**config.mk**
```make
export PLATFORM = sky130hd
export DESIGN_NAME = cache_refill_alloc
export DESIGN_NICKNAME = d
export VERILOG_FILES = /design/src/rtl/cache_refill_alloc.sv
export SDC_FILE = /design/constraint.sdc
export NUM_CORES = 1
export LEC_CHECK = 0
export BUFFER_PORTS_ARGS = -buffer_cell sky130_fd_sc_hd__buf_4
export CAP_MARGIN = 20
export CORE_MARGIN = 3
export CORE_UTILIZATION = 30
export CTS_BUF_LIST = sky130_fd_sc_hd__clkbuf_4 sky130_fd_sc_hd__clkbuf_8 sky130_fd_sc_hd__clkbuf_16
export DETAILED_ROUTE_END_ITERATION = 7
export PLACE_DENSITY_LB_ADDON = 0.1
export SETUP_SLACK_MARGIN = 0.3
export SYNTH_ARGS = -nofsm -noshare
export SYNTH_HDL_FRONTEND = slang
export SYNTH_SLANG_ARGS = --single-unit
```
**constraint.sdc**
```tcl
create_clock -name clk -period 3.52 [get_ports clk]
set_input_delay 0 -clock clk [delete_from_list [all_inputs] [get_ports clk]]
set_output_delay 0 -clock clk [all_outputs]
set_load 0.05 [all_outputs]
```
**src/rtl/cache_refill_alloc.sv**
```systemverilog
// Blocking miss handler: picks a victim way, writes back dirty victims, refills the
// line beat by beat, then touches the LRU. Also forwards hit-side LRU touches in IDLE.
module cache_refill_alloc #(
  parameter int ASSOCIATIVITY = 4,
  parameter int ENTRIES       = 256,
  parameter int INDEX_BITS    = 8,
  parameter int OUTPUT_BITS   = 2,
  parameter int ADDR_W        = 32,
  parameter int DATA_W        = 32,
  parameter int BEATS         = 4
) (
  input  logic                     clk,
  input  logic                     rst_n,
  input  logic                     miss_valid,
  output logic                     miss_ready,
  input  logic [ADDR_W-1:0]        miss_addr,
  input  logic                     hit_update,
  input  logic [INDEX_BITS-1:0]    hit_index,
  input  logic [OUTPUT_BITS-1:0]   hit_way,
  input  logic [ASSOCIATIVITY-1:0] valid_bits,
  input  logic [ASSOCIATIVITY-1:0] dirty_bits,
  output logic [INDEX_BITS-1:0]    line_selector,
  input  logic [OUTPUT_BITS-1:0]   lru_way,
  output logic                     lru_update,
  output logic [OUTPUT_BITS-1:0]   referenced_set,
  output logic                     wb_valid,
  input  logic                     wb_ready,
  output logic [INDEX_BITS-1:0]    wb_index,
  output logic [OUTPUT_BITS-1:0]   wb_way,
  output logic                     mem_req_valid,
  input  logic                     mem_req_ready,
  output logic [ADDR_W-1:0]        mem_req_addr,
  input  logic                     mem_rsp_valid,
  input  logic [DATA_W-1:0]        mem_rsp_data,
  output logic                     fill_we,
  output logic [INDEX_BITS-1:0]    fill_index,
  output logic [OUTPUT_BITS-1:0]   fill_way,
  output logic [$clog2(BEATS)-1:0] fill_beat,
  output logic [DATA_W-1:0]        fill_data,
  output logic                     fill_done
);
  localparam int OFF = $clog2(BEATS * DATA_W / 8);
  localparam int BW  = $clog2(BEATS);

  typedef enum logic [2:0] {IDLE, LOOKUP, WRITEBACK, REQUEST, FILL, UPDATE} state_t;

  state_t                  state, nxt;
  logic [ADDR_W-OFF-1:0]   line_q;
  logic [OUTPUT_BITS-1:0]  victim_q, victim_c;
  logic [INDEX_BITS-1:0]   sel_q;
  logic [BW-1:0]           beat_q;
  logic                    unused_ok;

  // Byte offset within the line never leaves the block.
  assign unused_ok = &{1'b0, miss_addr[OFF-1:0], (ENTRIES == 0)};

  // Lowest invalid way wins; a full set falls back to the LRU way.
  always_comb begin
    victim_c = lru_way;
    for (int i = ASSOCIATIVITY - 1; i >= 0; i--)
      if (!valid_bits[i]) victim_c = OUTPUT_BITS'(i);
  end

  always_ff @(posedge clk or negedge rst_n) begin
    if (!rst_n) begin
      state    <= IDLE;
      line_q   <= '0;
      victim_q <= '0;
      sel_q    <= '0;
      beat_q   <= '0;
    end else begin
      state <= nxt;
      if (state == IDLE) begin
        if (miss_valid) begin
          line_q <= miss_addr[ADDR_W-1:OFF];
          sel_q  <= miss_addr[OFF +: INDEX_BITS];
        end else if (hit_update) begin
          sel_q  <= hit_index;
        end
      end
      if (state == LOOKUP)  victim_q <= victim_c;
      if (state == REQUEST) beat_q   <= '0;
      if (fill_we)          beat_q   <= beat_q + BW'(1);
    end
  end

  always_comb begin
    nxt            = state;
    miss_ready     = 1'b0;
    lru_update     = 1'b0;
    referenced_set = victim_q;
    line_selector  = sel_q;
    wb_valid       = 1'b0;
    mem_req_valid  = 1'b0;
    fill_we        = 1'b0;
    fill_done      = 1'b0;
    case (state)
      IDLE: begin
        miss_ready = rst_n;
        // Hit touches bypass the registers so the LRU sees them the same cycle.
        if (hit_update && rst_n) begin
          lru_update     = 1'b1;
          referenced_set = hit_way;
          line_selector  = hit_index;
        end
        if (miss_valid) nxt = LOOKUP;
      end
      LOOKUP:
        nxt = (valid_bits[victim_c] && dirty_bits[victim_c]) ? WRITEBACK : REQUEST;
      WRITEBACK: begin
        wb_valid = 1'b1;
        if (wb_ready) nxt = REQUEST;
      end
      REQUEST: begin
        mem_req_valid = 1'b1;
        if (mem_req_ready) nxt = FILL;
      end
      FILL: begin
        fill_we = mem_rsp_valid;
        if (mem_rsp_valid && beat_q == BW'(BEATS - 1)) nxt = UPDATE;
      end
      UPDATE: begin
        lru_update = 1'b1;
        fill_done  = 1'b1;
        nxt        = IDLE;
      end
      default: nxt = IDLE;
    endcase
  end

  assign wb_index     = sel_q;
  assign wb_way       = victim_q;
  assign mem_req_addr = {line_q, {OFF{1'b0}}};
  assign fill_index   = sel_q;
  assign fill_way     = victim_q;
  assign fill_beat    = beat_q;
  assign fill_data    = mem_rsp_data;
endmodule

```
## Word level (Yosys, flattened, before mapping)

Cells that the tools add are included.

| storage, ports and cells | value |
|---|---|
| bits in registers | 43 |
| output and inout bits | 102 |
| logic and storage cells | 55 |

| cells by class | value |
|---|---|
| $add $sub $neg | 1 |
| magnitude comparators | 1 |
| eq/ne operators | 10 |
| multiplexer cells | 29 |
| reductions and logical operators | 9 |

Operators by type and width:

| cell | number |
|---|---|
| $mux 8 | 4 |
| $mux 2 | 8 |
| $pmux 3 s5 | 1 |
| $mux 3 | 4 |
| $mux 1 | 9 |
| $ne 2x2->1 const B | 4 |
| $eq 3x2->1 const B | 2 |
| $eq 3x3->1 const B | 2 |
| $bmux 1 s2 | 2 |
| $reduce_and 2->1 | 2 |
| $reduce_and 4->1 | 1 |
| $reduce_bool 2->1 | 2 |
| $eq 3x1->1 const B | 1 |
| $logic_and 1x1->1 | 3 |
| $logic_not 3->1 | 1 |
| $lt 2x3->1 const B | 1 |
| $add 2x1->2 const B | 1 |
| $eq 2x2->1 const B | 1 |
| $pmux 1 s2 | 1 |

## Logic depth before layout (Yosys ltp)

| depth | value |
|---|---|
| word-level depth | 9 |
| mapped depth | 6 |
| gate-level depth less buffers | 4 |

## Least setup slack after synthesis

OpenSTA, ideal clock, no wires.

| timing path | value |
|---|---|
| kind | flip-flop to flip-flop |
| start | reg state[2] |
| end | reg beat_q[0] (netlist: fill_beat[0]) |
| setup time | 125 ps |
| arrival time | 1480 ps |
| data required time | 3395 ps |
| setup slack | 1916 ps |
| cell stages (with the launch flop) | 6 |
| path buffers | 1 |
| clock period less this slack | 1604 ps |
| cell sequence | dfrtp_1 buf_4 nor2b_1 and2_1 nor2_1 mux2_2 |

| between the ends | value |
|---|---|
| cells in the longest elaborated chain, start to end | 3 |

Ends and longest elaborated chain:

| item | RTL line | text |
|---|---|---|
| start, declared | 47 | `state_t state, nxt;` |
| start signal, assigned | 72 | `state <= nxt;` |
| $eq 3x3->1 | 97 | `case (state)` |
| $mux 1 | 97 |  |
| $mux 2 / $reduce_bool 2->1 (equally long branches) | n/a |  |
| end signal, assigned | 83 | `if (fill_we) beat_q <= beat_q + BW'(1);` |
| end, declared | 51 | `logic [BW-1:0] beat_q;` |

Several ways; a longest one is shown, not always the timed one.
A chain may end at the register's enable or synchronous reset.

## Worst setup path after layout

| timing path | value |
|---|---|
| start | in rst_n |
| end | out line_selector[1] |

| between the ends | value |
|---|---|
| cells in the longest elaborated chain, start to end | 3 |

Ends and longest elaborated chain:

| item | RTL line | text |
|---|---|---|
| start, declared | 13 | `input logic rst_n,` |
| $logic_and 1x1->1 | 101 | `if (hit_update && rst_n) begin` |
| $mux 8 | 101 |  |
| $mux 8 | 97 |  |
| end, declared | 22 | `output logic [INDEX_BITS-1:0] line_selector,` |

Every way passes these cells.

==> flow_summary.json <==
{
  "grt_overflow_total": 0,
  "r2r_slack_ns": 1.75,
  "dr.pass1.iters": 2,
  "slowest_delay_ns": 0.54,
  "diodes": 0,
  "drt_iter0_drc": 30,
  "syn_inst": 203,
  "drc": 0,
  "ir_drop_mv": 0.5891,
  "worstPathCellList": "dlygate4sd3_1, buf_4, and2_4, nand2_2, mux2_4, buf_4",
  "initial_core_util_pct": 31.35,
  "place_hpwl_um": 4125,
  "yosys.area.top_type": "dfrtp_1",
  "arrival_ns": 2.12,
  "holdPathEnd": "fill_data[24]",
  "ctsResizeCount": 0,
  "reg2reg_depth": 4,
  "fin_crit_ns": 2.121,
  "max_cap_violations": 0,
  "grt_pass1_vias": 1712,
  "status": "completed",
  "place_area_mm2": 0.003048,
  "place.gp.congestion": 0.7179,
  "antenna_found_initial": 0,
  "clock-sinks": 43,
  "finClkSkew_ns": 0.001694,
  "synth_common_cells": "buf_4 (49), dfrtp_1 (43), mux2_2 (29)",
  "yosysMostFrequentCell": "buf_4",
  "crit_type": "in2out",
  "num-fill-cells": 752,
  "tightest_slew_ns": 0.5651,
  "dieArea_mm2": 0.009278,
  "synth_top_area_share_pct": 43.97,
  "nNetsFinal": 401,
  "synth_cell_type_count": 34,
  "place_ws_ns": 1.740,
  "hold_viol": 0,
  "cpMostUsedCell": "buf_4",
  "finalNonFillerCells": 411,
  "rsz0062_at_grt": "false",
  "io_buffers": 120,
  "syn2layout_area_growth_pct": 40.39,
  "tns_ns": 0,
  "design_area_mm2": 0.003436,
  "ys_ff_latch": 43,
  "ys_async_sr_fraction_pct": 100.0,
  "post-route-util_pct": 44.01,
  "grt_max_degree": 45,
  "required_ns": 3.52,
  "setup-violations-final": 0,
  "r2r_start": "state[0]$_DFFE_PN0P_",
  "setup_ws_ns": 1.399,
  "grt_first_pass_wirelength_um": 8514,
  "cts_tree": "done",
  "ctsLongestPathBuffers": 2,
  "grt_util_all_layers_pct": 12.06,
  "ys.flop_type": "dfrtp_1",
  "htree_num_levels": 2,
  "crit_path_start_kind": "primary input",
  "period_share_pct": 60.27,
  "place_inst": 374,
  "cts-buffers-inserted": 5,
  "synth.avg_cell_area_um2": 12.06,
  "min_from": "mem_rsp_data[24]",
  "slew_viol_final": 0,
  "cts_root_buf": "clkbuf_8",
  "clk_latency_ns": 0.29,
  "powerDensity_mw_per_mm2": 1104,
  "die_h_um": 96.32,
  "yosysWarnings": 0,
  "wl_um": 5747,
  "r2r_end": "line_q[27]$_DFFE_PN0P_",
  "hp-class": "in2out",
  "slew-limit-headroom_pct": 62.33,
  "crit_slowest_cell": "dlygate4sd3_1",
  "layout-drive-gt1-share_pct": 55.02,
  "ant_nets": 0,
  "dr_total_vias": 1751,
  "cp_max_fo": 44,
  "cp-end-kind": "output port",
  "wl_per_cell_um": 13.98,
  "syn_area_mm2": 0.002447,
  "synth_edf_count": 0,
  "p_leak_uw": 0.001695,
  "min_path_cells": 0,
  "seq_area_frac_synth_pct": 43.97,
  "core_area_mm2": 0.007807,
  "io_pins": 193,
  "dieWidth_um": 96.32,
  "viasPerCell": 4.260,
  "rows": 32,
  "synthTopCellsByArea": "dfrtp_1 (44%), buf_4 (15%), mux2_2 (13%)",
  "max_freq_mhz": 471.4
}
[cells by family after synthesis]
group | count (synthesis) | share of synthesized area [%]
AO/OA/AOI/OAI | 15 | 3.834
adder cells (fa/ha/maj) | 1 | 0.5112
buffers and inverters | 58 | 18.71
flip-flops | 43 | 43.97
multiplexers | 52 | 24.69
other | 1 | 0.1532
AND/OR/NAND/NOR | 33 | 8.129
[report_power, final]
part	total [µW]	internal (µW)	switching [µW]
combinational	2550	860	1690
clock	317	154	163
sequential	931	738	193
[layout make-up]
cell class                      instances  area [µm²]  area share [%]
Clock buffer                            6       82.58           2.403
Clock inverter                          1       5.005          0.1457
Inverter                                3       11.26          0.3277
Multi-Input combinational cell        105       924.6           26.91
Sequential cell                        43        1076           31.32
Tap cell                              102       127.6           3.714
Timing Repair Buffer                  151        1209           35.18
[how the worst max path moves through the flow]
stage | startpoint | endpoint | slack [ns]
6_report | rst_n | line_selector[1] | 1.40
5_1_grt | rst_n | line_selector[1] | 1.23
4_1_cts | rst_n | line_selector[1] | 1.34
3_5_place_dp | state[0]$_DFFE_PN0P_ | line_q[18]$_DFFE_PN0P_ | 1.74
3_3_place_gp | state[0]$_DFFE_PN0P_ | line_q[18]$_DFFE_PN0P_ | 1.74
2_1_floorplan | state[2]$_DFFE_PN0P_ | fill_beat[0]$_DFFE_PN0P_ | 1.92
[metal layers]
metal / part of all wire (%) / vias up / GRT usage (%)
met5: 0 / - / 0
met3: 8.8 / 20 / 3.049
met4: 2.0 / 0 / 5.958
met1: 43 / 798 / 15.87
li1: - / 854 / -
met2: 46 / 79 / 18.34
[state kept, by name, indices dropped and copies added, names as in the netlist]
| signal | cells |
|---|---|
| line_q | 28 |
| fill_way | 2 |
| fill_index | 8 |
| state | 3 |
| fill_beat | 2 |
[through the flow]
step,power [µW],hold slack [ns]
after floorplan,2966,-0.2956
after global placement,3480,0.0003409
after detailed placement,3489,0.0003409
after CTS,3854,0.0002562
after global routing,4001,0.00007183
final,3795,0.00001930
[repair_timing]
item	4_1_cts	5_1_grt
endpoints found under the hold margin	73	0
setup buffers	0	0
hold buffers	30	0
[layout by cell type, fill, tap and decap left out, types with 2 or more instances in the layout]
cell / n
clkbuf_8: 6
mux2_1: 2
nor2b_1: 4
mux2i_1: 12
and3_1: 2
nor2_1: 10
buf_4: 121
nand2_1: 2
mux2_4: 9
nand2b_1: 3
and2_1: 2
dfrtp_1: 43
inv_1: 3
a21oi_1: 9
conb_1: 4
dlygate4sd3_1: 30
nor3_1: 2
mux2_2: 29
[critical path, delay by kind of cell]
family / cells / cell delay [ns]
buffers and inverters: 3 / 1.21
muxes: 1 / 0.38
and+or+nand+nor: 2 / 0.50
Note: power is estimated with default switching activity, not from simulation.
